==> src/rtl/button_conditioner.sv <==
// button_conditioner: multi-channel push-button front end.
// Each channel is synchronised, debounced and turned into a clean level plus
// single-cycle press/release events, with long-press detection and optional
// auto-repeat while the button stays held. Every output is registered.
// The release event is named `released` because `release` is a reserved word.

module button_conditioner #(
  parameter int CHANNELS        = 3,
  parameter int CNT_W           = 26,
  parameter int DEBOUNCE_CYCLES = 1_000_000,
  parameter int LONG_CYCLES     = 25_000_000,
  parameter int REPEAT_CYCLES   = 5_000_000
) (
  input  logic                clk,
  input  logic                clr,
  input  logic [CHANNELS-1:0] btn_in,
  input  logic [CHANNELS-1:0] rpt_en,
  output logic [CHANNELS-1:0] level,
  output logic [CHANNELS-1:0] press,
  output logic [CHANNELS-1:0] released,
  output logic [CHANNELS-1:0] long_press,
  output logic [CHANNELS-1:0] rpt,
  output logic                any_press
);

  typedef enum logic [1:0] {
    IDLE,    // released, waiting for a rising synchronised input
    ARM,     // candidate press, counting stable-high cycles
    HELD,    // accepted press, running the long/repeat timer
    DISARM   // candidate release, counting stable-low cycles
  } state_t;

  // Terminal counts, compared against the pre-increment counter value.
  localparam logic [CNT_W-1:0] DEB_LAST  = CNT_W'(DEBOUNCE_CYCLES - 1);
  localparam logic [CNT_W-1:0] LONG_LAST = CNT_W'(LONG_CYCLES - 1);
  localparam logic [CNT_W-1:0] RPT_LAST  = CNT_W'(REPEAT_CYCLES - 1);

  logic [CHANNELS-1:0] sync1;
  logic [CHANNELS-1:0] sync2;

  state_t              state [CHANNELS];
  logic [CNT_W-1:0]    dcnt  [CHANNELS];
  logic [CNT_W-1:0]    hcnt  [CHANNELS];
  logic [CHANNELS-1:0] long_done;

  // Event strobes for the coming edge; registered into the outputs below.
  logic [CHANNELS-1:0] in_hold;
  logic [CHANNELS-1:0] press_set;
  logic [CHANNELS-1:0] rel_set;
  logic [CHANNELS-1:0] long_set;
  logic [CHANNELS-1:0] rpt_set;

  // Two-flop synchroniser for the asynchronous button pins.
  always_ff @(posedge clk) begin
    // NOTE: non-blocking assignments so each flop samples the pre-edge value
    // of the previous stage; blocking here would collapse the two stages.
    if (clr) begin
      sync1 <= '0;
      sync2 <= '0;
    end else begin
      sync1 <= btn_in;
      sync2 <= sync1;
    end
  end

  // Decode which events each channel produces on the next edge.
  always_comb begin
    // NOTE: every output of this block gets a default first, so no path can
    // leave one unassigned and infer a latch.
    in_hold   = '0;
    press_set = '0;
    rel_set   = '0;
    long_set  = '0;
    rpt_set   = '0;
    for (int i = 0; i < CHANNELS; i++) begin
      in_hold[i]   = (state[i] == HELD) || (state[i] == DISARM);
      press_set[i] = (state[i] == ARM) && sync2[i] && (dcnt[i] == DEB_LAST);
      rel_set[i]   = (state[i] == DISARM) && !sync2[i] && (dcnt[i] == DEB_LAST);
      // The hold timer runs in HELD and DISARM alike, so a release bounce
      // does not shift long_press; an accepted release drops pending events.
      long_set[i]  = in_hold[i] && !rel_set[i] && !long_done[i]
                     && (hcnt[i] == LONG_LAST);
      rpt_set[i]   = in_hold[i] && !rel_set[i] && long_done[i] && rpt_en[i]
                     && (hcnt[i] == RPT_LAST);
    end
  end

  // Per-channel debounce FSM, hold timer and registered event outputs.
  always_ff @(posedge clk) begin
    if (clr) begin
      level      <= '0;
      press      <= '0;
      released   <= '0;
      long_press <= '0;
      rpt        <= '0;
      any_press  <= 1'b0;
      long_done  <= '0;
      for (int i = 0; i < CHANNELS; i++) begin
        state[i] <= IDLE;
        dcnt[i]  <= '0;
        hcnt[i]  <= '0;
      end
    end else begin
      press      <= press_set;
      released   <= rel_set;
      long_press <= long_set;
      rpt        <= rpt_set;
      any_press  <= |press_set;

      for (int i = 0; i < CHANNELS; i++) begin
        // Debounce state machine.
        unique case (state[i])
          IDLE: begin
            if (sync2[i]) begin
              state[i] <= ARM;
              dcnt[i]  <= '0;
            end
          end
          ARM: begin
            if (!sync2[i]) begin
              state[i] <= IDLE;
              dcnt[i]  <= '0;
            end else if (press_set[i]) begin
              state[i]     <= HELD;
              dcnt[i]      <= '0;
              hcnt[i]      <= '0;
              long_done[i] <= 1'b0;
              level[i]     <= 1'b1;
            end else begin
              dcnt[i] <= dcnt[i] + CNT_W'(1);
            end
          end
          HELD: begin
            if (!sync2[i]) begin
              state[i] <= DISARM;
              dcnt[i]  <= '0;
            end
          end
          DISARM: begin
            if (sync2[i]) begin
              state[i] <= HELD;
              dcnt[i]  <= '0;
            end else if (rel_set[i]) begin
              state[i] <= IDLE;
              dcnt[i]  <= '0;
              level[i] <= 1'b0;
            end else begin
              dcnt[i] <= dcnt[i] + CNT_W'(1);
            end
          end
          default: begin
            state[i] <= IDLE;
            dcnt[i]  <= '0;
          end
        endcase

        // Hold timer: long-press first, then auto-repeat while enabled.
        if (rel_set[i]) begin
          hcnt[i]      <= '0;
          long_done[i] <= 1'b0;
        end else if (in_hold[i]) begin
          if (!long_done[i]) begin
            if (long_set[i]) begin
              hcnt[i]      <= '0;
              long_done[i] <= 1'b1;
            end else begin
              hcnt[i] <= hcnt[i] + CNT_W'(1);
            end
          end else if (rpt_en[i]) begin
            hcnt[i] <= rpt_set[i] ? '0 : hcnt[i] + CNT_W'(1);
          end else begin
            hcnt[i] <= '0;
          end
        end
      end
    end
  end

endmodule

==> config.mk <==
export PLATFORM = sky130hd
export DESIGN_NAME = button_conditioner
export DESIGN_NICKNAME = d
export VERILOG_FILES = /design/src/rtl/button_conditioner.sv
export SDC_FILE = /design/constraint.sdc
export NUM_CORES = 1
export LEC_CHECK = 0
export CORE_MARGIN = 4
export CORE_UTILIZATION = 60
export CTS_CLUSTER_SIZE = 14
export DETAILED_ROUTE_END_ITERATION = 12
export PLACE_DENSITY = 0.84
export SETUP_SLACK_MARGIN = 0.15
export SLEW_MARGIN = 30
export SYNTH_ARGS = -nofsm -noshare
export SYNTH_HDL_FRONTEND = slang
export SYNTH_SLANG_ARGS = --single-unit
==> constraint.sdc <==
create_clock -name clk -period 4.5 [get_ports clk]
set_clock_uncertainty 0.1 [all_clocks]
set_input_delay 1.35 -clock clk [delete_from_list [all_inputs] [get_ports clk]]
set_output_delay 1.35 -clock clk [all_outputs]
set_load 0.01 [all_outputs]
## After elaboration in Yosys (flattened, before gate mapping)

Memory sizes are Yosys's and may differ from the RTL's.
Cells that the tools add are included.
W data, S select, Z words.

| word-level totals | value |
|---|---|
| bits in registers | 25 |
| word-level logic and storage cells | 445 |
| memory bits (writable) | 162 |
| memories | 3 |
| output and inout port bits | 16 |

Memories:

| memory | words | bits a word | read ports | clocked after Yosys merged registers in | write ports | line | RTL |
|---|---|---|---|---|---|---|---|
| dcnt | 3 | 26 | 3 | 0 | 3 | 42 | `logic [CNT_W-1:0] dcnt [CHANNELS];` |
| hcnt | 3 | 26 | 3 | 0 | 3 | 43 | `logic [CNT_W-1:0] hcnt [CHANNELS];` |
| state | 3 | 2 | 3 | 0 | 3 | 41 | `state_t state [CHANNELS];` |

| cells by class | value |
|---|---|
| $add $sub $neg | 6 |
| equal/unequal tests | 30 |
| reductions and logical operators | 55 |
| mux-type cells | 278 |
| bitwise gates (word level) | 60 |

Operator list:

| cell | number |
|---|---|
| $mux W26 | 45 |
| $mux W1 | 212 |
| $add A26 B1 Y26 const B | 6 |
| $eq A26 B20 Y1 const B | 3 |
| $eq A26 B23 Y1 const B | 3 |
| $eq A26 B25 Y1 const B | 3 |
| $or A1 B1 Y1 | 60 |
| $mux W2 | 18 |
| $logic_and A1 B1 Y1 | 30 |
| $ne A2 B2 Y1 const B | 12 |
| $reduce_and A5 Y1 | 3 |
| $eq A2 B2 Y1 const B | 6 |
| $logic_not A1 Y1 | 9 |
| $eq A2 B1 Y1 const B | 3 |
| $logic_not A2 Y1 | 3 |
| $pmux W1 S2 | 3 |
| $reduce_bool A2 Y1 | 3 |
| $reduce_or A2 Y1 | 3 |
| $logic_or A1 B1 Y1 | 3 |
| $reduce_or A3 Y1 | 1 |

## Logic depth before layout (Yosys ltp)

Gate-level depths: netlist of the first run.

| depth | value |
|---|---|
| depth after elaboration | 17 |
| depth in mapped cells | 9 |
| gate-level depth less buffers | 6 |

## Worst setup path after synthesis of the first run

OpenSTA, ideal clock, no wires.

| timing path | value |
|---|---|
| kind | input -> register |
| start | input clr |
| end | memory hcnt[0][0], enable pin |
| data required time | 4.017 ns |
| library setup time | 0.383 ns |
| data arrival time | 2.499 ns |
| stages on the path | 4 |
| setup slack | 1.518 ns |
| path buffers | 2 |
| cells stage by stage | clkbuf_1 clkbuf_1 nor2_1 nand2_1 |

RTL lines:

| what | line | RTL |
|---|---|---|
| start: declaration | 15 | `input logic clr,` |
| end: declaration | 43 |  |

==> results of run 1 <==
-- critical path: stages, from the launching register on --
cell	delay [ns]
edfxtp_1	0.49
nor4_1	0.34
nand4_1	0.27
nor4_1	0.63
a211o_1	0.83
nor3_1	0.16
-- stage by stage --
stage	cell area (um2)	hold slack (ns)	utilization (%)	instances
4_1_cts	11000	0.346	66.8	1230
6_report	11100	0.342	67.0	1231
3_5_place_dp	10500	0.330	63.5	1198
5_1_grt	11100	0.359	67.0	1231
2_1_floorplan	10100	0.314	-	983
3_3_place_gp	10500	0.320	63.5	1198
-- cells in the mapped netlist, types with 5 or more instances --
cell type,number,area (um2)
edfxtp_1,162,4860
buf_4,5,37.5
inv_1,31,116
nor2_1,168,631
dfxtp_1,25,500
nor4b_1,5,43.8
and2_1,6,37.5
nor3_1,56,280
clkbuf_1,22,82.6
a21oi_1,10,50.1
and4_1,24,210
o21ai_0,6,30.0
ha_1,6,75.1
xor2_1,71,622
nor4_1,35,219
xnor2_1,79,692
and3_1,16,100
nand3_1,67,335
or3_1,6,37.5
nor2b_1,9,56.3
nor4bb_1,5,50.1
nand4_1,39,244
buf_2,5,25.0
nand4b_1,5,43.8
nand2_1,63,236
nor3b_1,7,52.6
-- logic make-up after synthesis --
kind of cell    share of synthesized area [%]
simple gates                             27.2
xor+xnor                                 13.0
fa+ha+maj                               0.742
compound gates                           2.87
buf+inv                                  3.03
flops                                    53.0
mux                                    0.0990
-- routing by layer --
metal | global-route usage [%] | vias to the layer above | wire length, um
li1 | - | 3588 | -
met1 | 30.1 | 3501 | 9030
met2 | 34.4 | 150 | 9350
met3 | 3.76 | 29 | 741
met4 | 8.01 | 0 | 300
met5 | 0 | - | 0
-- worst paths after layout --
| path | startpoint | endpoint | slack [ns] | cells past startpoint |
|---|---|---|---|---|
| setup reg to reg | dcnt[2][10] | hcnt[2][16] | 1.40 | 5 |
| hold / removal | sync1[2] | sync2[2] | 0.34 | 1 |
| hold reg to reg | sync1[2] | sync2[2] | 0.34 | 1 |
| setup / recovery | dcnt[2][10] | hcnt[2][16] | 1.40 | 5 |
-- flip-flops by register name (all words and copies together) (netlist names) --
| signal | flops |
|---|---|
| state | 6 |
| long_done | 3 |
| sync1 | 3 |
| dcnt | 78 |
| released | 3 |
| hcnt | 78 |
| sync2 | 3 |
| any_press | 1 |
| rpt | 3 |
| level | 3 |
| long_press | 3 |
| press | 3 |
-- area by class of cell --
type                       instances  area, um2  area share (%)
multi-input combinational        729       4470            40.4
sequential                       187       5370            48.5
clock buffer                      20        447            4.03
clock inverter                    12       92.6           0.836
tap                              220        275            2.49
inverter                          31        116            1.05
timing repair buffer              32        305            2.76
-- layout by cell type (no fill, tap or decap), drive strengths merged, types with 6 or more instances in the layout --
master / instances
clkdlybuf4s50: 23
a21oi: 10
nor4: 38
xor2: 71
nand3: 67
nor3: 56
clkinv: 6
dfxtp: 25
inv: 34
nand4: 39
or3: 6
nor2b: 9
clkbuf: 20
buf: 9
ha: 6
and2: 6
o21ai: 8
nand2: 63
and4: 24
xnor2: 79
nor2: 169
edfxtp: 162
nor3b: 7
and3: 16
-- power breakdown --
group          internal, W  switching [W]  leakage (nW)
clock network     0.000726       0.000661         0.255
logic             0.000435       0.000584          1.21
registers          0.00247       0.000550          1.97
total              0.00363        0.00180          3.44
==> qor.txt, run 1 <==
H-tree levels -> 4
RSZ-0062 raised after global routing -> false
final wirelength -> 19.4 mm
Startpoint Class -> flop
DIE AREA -> 0.0190 mm2
setup violators final -> 0
post-DP HPWL -> 12.9 mm
synthesized area -> 0.0101 mm2
DRT Pass-1 Iters -> 7
GR Overflow Total -> 0
Post-synth top flop -> edfxtp_1
FF+latch count, synth -> 187
Power Dens Cells -> 490 mW/mm2
num rows -> 47
max cap viols -> 0
initial core utilization -> 61.2%
Area Growth Syn to Fin -> 9.49%
Avg Cell Area, Syn -> 10.3 um2
CTS tree -> yes
Wirelength per Cell -> 15.8 um
Worst-path clk slew -> 0.07 ns
run status -> finished clean
PortBufs -> 23
core box area -> 0.0165 mm2
setup ws final -> 1.40 ns
Distinct cells, synth -> 54
initial antenna violation count -> 0
EDFF count, synth -> 162
Tot GR Track Use -> 21.7%
Req. time, crit path -> 4.55 ns
DRT iter0 DRCs -> 590
Layout fillers -> 1225
kind of critical path -> reg2reg
post-synthesis sequential area ratio -> 53.0%
Max Root-Sink Buffers -> 2
worst IR drop on VDD -> 0.382 mV
CTS Root Cell -> clkbuf_16
Leakage Power -> 3.44 nW
worst min path class -> reg2reg
die height -> 138 um
chip width -> 138 um
Slew Viols, Final -> 0
worst slew pin tran -> 0.904 ns
share of post-route cells with drive strength above 1 -> 5.64%
dpl ws -> 0.773 ns
via count -> 7268
fmax -> 0.322 GHz
Final #Nets -> 1012
clk sinks -> 187
clock buffer count from CTS -> 17
vias in the first global route -> 6947
vias per inst -> 5.90
first-pass GRT wire length -> 33.0 mm
Final Wtd Congestion -> 0.832
Final Hold Fails -> 0
CTS-repair resized insts -> 0
postcts setup bufs -> 0
CTS Hold Bufs -> 0
Max Fanout on Critical Path -> 27
Crit. End Element -> flop
largest net degree at the start of global routing -> 28
Worst EP arrival -> 3.16 ns
synth warn -> 0
Clk Latency, worst-skew pair -> 0.44 ns
Final period util -> 69.0%
async set-reset flop share out of synthesis -> 0%
Tot Pwr -> 0.00543 W
TNS Setup -> 0 ns
syn_nets -> 997
antenna cells -> 0
DRT antenna net count -> 0
post-route minimum period -> 3.10 ns
Gate Count Post-Synth -> 983
Rel. slew slack -> 39.8%
io pins -> 24
# DRC -> 0
No activity file was read; power rests on OpenSTA's default activity.
==> run 2, diff against run 1 <==
==> constraint.sdc (replaced) <==
create_clock -name clk -period 2.9 [get_ports clk]
set_clock_uncertainty 0.1 [all_clocks]
set_input_delay 0.87 -clock clk [delete_from_list [all_inputs] [get_ports clk]]
set_output_delay 0.87 -clock clk [all_outputs]
set_load 0.01 [all_outputs]
==> qor.txt, run 2 (synthesis gave the netlist of run 1 again) <==
final wirelength -> 20.5 mm
share of post-route cells with drive strength above 1 -> 6.98%
PortBufs -> 23
run status -> finished clean
Power Dens Cells -> 788 mW/mm2
CP max stage delay -> 0.52 ns
first-pass GRT wire length -> 33.7 mm
Slowest cell on crit path -> or4b_1
worst IR drop on VDD -> 0.532 mV
core box area -> 0.0165 mm2
Int Power -> 0.00611 W
combinational share of power -> 19.1%
Req. time, crit path -> 2.97 ns
largest net degree at the start of global routing -> 42
clk sinks -> 187
# DRC -> 0
commonest non-fill, non-tap cell in the layout -> nor2_1
switching portion of total power -> 31.7%
Largest regs -> dcnt: 78 flops, hcnt: 78 flops, state: 6 flops
kind of critical path -> reg2reg
CTS Hold Bufs -> 0
Final Core Density -> 68.7%
area of the multi-input gates -> 0.00447 mm2
DIE AREA -> 0.0190 mm2
GR Overflow Total -> 0
Area Growth Syn to Fin -> 12.2%
Final #Nets -> 1032
Seq. cell area -> 0.00537 mm2
Startpoint Class -> flop
post-DP HPWL -> 13.3 mm
CTS Root Cell -> clkbuf_16
Layout fillers -> 1184
CTS tree -> yes
initial antenna violation count -> 0
post-placement cell count -> 1218
sw power -> 0.00283 W
antenna cells -> 0
Slew Viols, Final -> 0
clock buffer count from CTS -> 17
Tot Pwr -> 0.00894 W
CP top delay family -> simple AND/OR/NAND/NOR gates
post-route minimum period -> 2.62 ns
max cap viols -> 0
io pins -> 24
via count -> 7556
vias in the first global route -> 7025
Reg2Reg Depth -> 6
sequential share of power -> 52.3%
Tot GR Track Use -> 22.1%
Rel. slew slack -> 60.3%
cell count along the critical path -> 6
DRT antenna net count -> 0
vias per inst -> 6.04
H-tree levels -> 4
die height -> 138 um
num rows -> 47
initial core utilization -> 61.2%
CP Cell Sequence -> or4b_1, or4_1, nor2_2, a2bb2oi_4, buf_4, nor3_1
Wirelength per Cell -> 16.4 um
DRT Pass-1 Iters -> 6
chip width -> 138 um
WP buf/inv -> 1
Max Fanout on Critical Path -> 26
Worst-path clk slew -> 0.07 ns
worst min path class -> reg2reg
Clk Latency, worst-skew pair -> 0.44 ns
DRT iter0 DRCs -> 801
Final Wtd Congestion -> 0.860
worst slew pin tran -> 0.588 ns
Worst EP arrival -> 2.69 ns
Final Hold Fails -> 0
Leakage Power -> 3.60 nW
postcts setup bufs -> 0
RSZ-0062 raised after global routing -> false
TNS Setup -> 0 ns
setup violators final -> 0
fmax -> 0.381 GHz
Final period util -> 90.5%
clock power share -> 28.6%
Post-Layout Cell Count -> 1251
commonest non-fill, non-tap cells in the layout -> 168 x nor2_1, 162 x edfxtp_1, 79 x xnor2_1
Max Root-Sink Buffers -> 2
Crit. End Element -> flop
Hold Path Depth -> 1
[run 2: final timing paths]
kind                             startpoint     endpoint  slack, ns
worst max-delay path            hcnt[2][16]  hcnt[2][21]       0.28
worst min-delay path               sync1[2]     sync2[2]       0.34
worst max register to register  hcnt[2][16]  hcnt[2][21]       0.28
worst min register to register     sync1[2]     sync2[2]       0.34
[run 2: power groups by stage]
stage / registers (W) / logic (W) / clock network (W)
2_1_floorplan: 0.00443 / 0.00136 / 0
5_1_grt: 0.00479 / 0.00189 / 0.00269
3_3_place_gp: 0.00465 / 0.00161 / 0
3_5_place_dp: 0.00469 / 0.00166 / 0
4_1_cts: 0.00466 / 0.00170 / 0.00258
6_report: 0.00468 / 0.00171 / 0.00256
[run 2: per-layer routing]
layer	vias to the layer above	GRT usage (%)	share of wire, %
met4	0	7.19	1.7
met3	42	3.32	4.2
li1	3633	-	-
met5	-	0	0
met2	232	36.2	49
met1	3649	30.5	45
[run 2: layout make-up]
| cell class | instances | share of cell area [%] |
|---|---|---|
| flip-flops and latches | 187 | 47.3 |
| multi-input cells | 730 | 39.3 |
| repair buffers | 51 | 4.21 |
| clock buffers | 18 | 3.78 |
| well taps | 220 | 2.43 |
| clock inverters | 14 | 1.94 |
| inverters | 31 | 1.03 |
[run 2: through the flow]
stage	area [um2]	setup WS, ns	hold slack (ns)
floorplan	10100	0.379	0.314
global placement	10700	0.106	0.318
detailed placement	10700	0.0303	0.329
CTS	11300	0.264	0.350
global route	11300	0.201	0.365
finish	11300	0.277	0.344
[run 2: repair_timing]
action,CTS,global route
pin swaps,0,1
resized for setup,1,1
hold endpoints to repair,0,0
setup endpoints to repair,26,24
gates cloned,0,1
==> run 3, diff against run 2 <==
--- a/config.mk
+++ b/config.mk
@@ -5,7 +5,6 @@
 export SDC_FILE = /design/constraint.sdc
 export NUM_CORES = 1
 export LEC_CHECK = 0
-export CORE_MARGIN = 4
 export CORE_UTILIZATION = 60
 export CTS_CLUSTER_SIZE = 14
 export DETAILED_ROUTE_END_ITERATION = 12
==> qor.txt, run 3 (synthesis gave the netlist of run 1 again) <==
run status -> finished clean
kind of critical path -> reg2reg
DRT iter0 DRCs -> 764
Final period util -> 90.8%
R2R Path Start -> hcnt[2][16]
initial antenna violation count -> 0
antenna cells -> 0
layer with the highest usage -> met2
CTS Hold Bufs -> 0
TNS Setup -> 0 ns
worst min path class -> reg2reg
CTS Root Cell -> clkbuf_16
M2 GR Usage -> 38.6%
post-route minimum period -> 2.63 ns
chip width -> 132 um
max cap viols -> 0
Reg2Reg Depth -> 6
fin area -> 0.0113 mm2
dpl ws -> 0.0299 ns
Leakage Power -> 3.61 nW
Final Wtd Congestion -> 0.837
Crit. End Element -> flop
setup ws final -> 0.267 ns
fmax -> 0.380 GHz
Tot Pwr -> 0.00880 W
Power Dens Cells -> 776 mW/mm2
Area Growth Syn to Fin -> 12.1%
share of post-route cells with drive strength above 1 -> 7.72%
FF-to-FF setup slack -> 0.27 ns
commonest non-fill, non-tap cell in the layout -> nor2_1
Max Root-Sink Buffers -> 2
largest net degree at the start of global routing -> 28
Slew Viols, Final -> 0
Wirelength per Cell -> 16.0 um
hold path start -> sync1[1]
Max Fanout on Critical Path -> 26
Placed Area -> 0.0107 mm2
DIE AREA -> 0.0174 mm2
Min-Delay Endpoint -> sync2[1]
Worst-path clk slew -> 0.07 ns
post-DP HPWL -> 13.0 mm
num rows -> 47
CP Cell Sequence -> or4b_1, or4_1, nor2_2, a2bb2oi_4, buf_4, nor3_1
io pins -> 24
final wirelength -> 20.1 mm
CP max stage delay -> 0.54 ns
vias in the first global route -> 7157
Layout fillers -> 1187
Hold Path Depth -> 1
Slowest cell on crit path -> or4b_1
Tot GR Track Use -> 24.3%
Rel. slew slack -> 57.9%
met3 usage -> 5.27%
commonest non-fill, non-tap cells in the layout -> 168 x nor2_1, 162 x edfxtp_1, 79 x xnor2_1
Final #Nets -> 1037
GR Overflow Total -> 0
H-tree levels -> 4
Largest regs -> dcnt: 78 flops, hcnt: 78 flops, state: 6 flops
DRT Pass-1 Iters -> 7
die height -> 132 um
core box area -> 0.0165 mm2
worst IR drop on VDD -> 0.452 mV
Req. time, crit path -> 2.96 ns
DRT antenna net count -> 0
Final Hold Fails -> 0
reg2reg end -> hcnt[2][22]
Worst EP arrival -> 2.70 ns
clock buffer count from CTS -> 17
first-pass GRT wire length -> 34.0 mm
vias per inst -> 6.00
Clk Latency, worst-skew pair -> 0.44 ns
# DRC -> 0
via count -> 7536
initial core utilization -> 61.2%
setup violators final -> 0
Startpoint Class -> flop
RSZ-0062 raised after global routing -> false
clk sinks -> 187
CTS tree -> yes
worst slew pin tran -> 0.626 ns
met1 Track Usage GR -> 33.3%
Hold WS -> 0.348 ns
PortBufs -> 23
-- run 3: cell count changes in the layout (fill, tap and decap cells not counted) --
cell | before | now
a211o_1 | 2 | 1
a211o_2 | 0 | 1
buf_4 | 25 | 30
bufinv_16 | 5 | 3
clkbuf_1 | 1 | 0
clkinv_1 | 1 | 0
clkinv_2 | 1 | 2
clkinv_4 | 3 | 1
inv_6 | 1 | 7
inv_8 | 1 | 0
o21ai_2 | 0 | 1
o21ai_4 | 2 | 1
-- run 3: metal layers --
layer	wire (um)	share of wire [%]
met5	0	0
met2	9680	48
met3	1020	5.0
met4	391	1.9
met1	9040	45
-- run 3: worst max-delay path by stage --
| stage | slack (ns) | to | startpoint |
|---|---|---|---|
| 2_1_floorplan | 0.38 | hcnt[2][0] | dcnt[2][10] |
| 3_3_place_gp | 0.08 | hcnt[0][19] | clr |
| 3_5_place_dp | 0.03 | hcnt[0][16] | clr |
| 4_1_cts | 0.28 | hcnt[2][22] | hcnt[2][16] |
| 5_1_grt | 0.14 | hcnt[0][7] | hcnt[0][16] |
| 6_report | 0.27 | hcnt[2][22] | hcnt[2][16] |
-- run 3: final cells by class --
cell class	instances	area (um2)	area share (%)
clock inverters	15	185	1.63
inverters	31	116	1.03
flip-flops and latches	187	5370	47.3
well taps	220	275	2.43
multi-input cells	730	4460	39.3
clock buffers	17	425	3.75
repair buffers	56	515	4.54
-- run 3: power breakdown --
part           total (W)  internal, W  switching [W]
registers        0.00466      0.00383       0.000833
logic            0.00170     0.000742       0.000961
clock network    0.00243      0.00137        0.00106
total            0.00880      0.00595        0.00285
-- run 3: repair_timing --
item / CTS / global route
setup endpoints to repair: 53 / 5
cloned: 0 / 1
buffers inserted: 0 / 0
gates resized for setup: 2 / 0
pin swaps: 0 / 1
-- run 3: critical path, delay by kind of cell (launching register included) --
family,cells,cell delay (ns)
flops,1,0.46
buf+inv,1,0.29
compound gates,1,0.15
simple gates,4,1.34
-- run 3: metrics by stage --
stage,utilization [%],instances
2_1_floorplan,-,983
3_3_place_gp,64.8,1223
3_5_place_dp,64.8,1223
4_1_cts,68.6,1255
5_1_grt,68.6,1256
6_report,68.6,1256
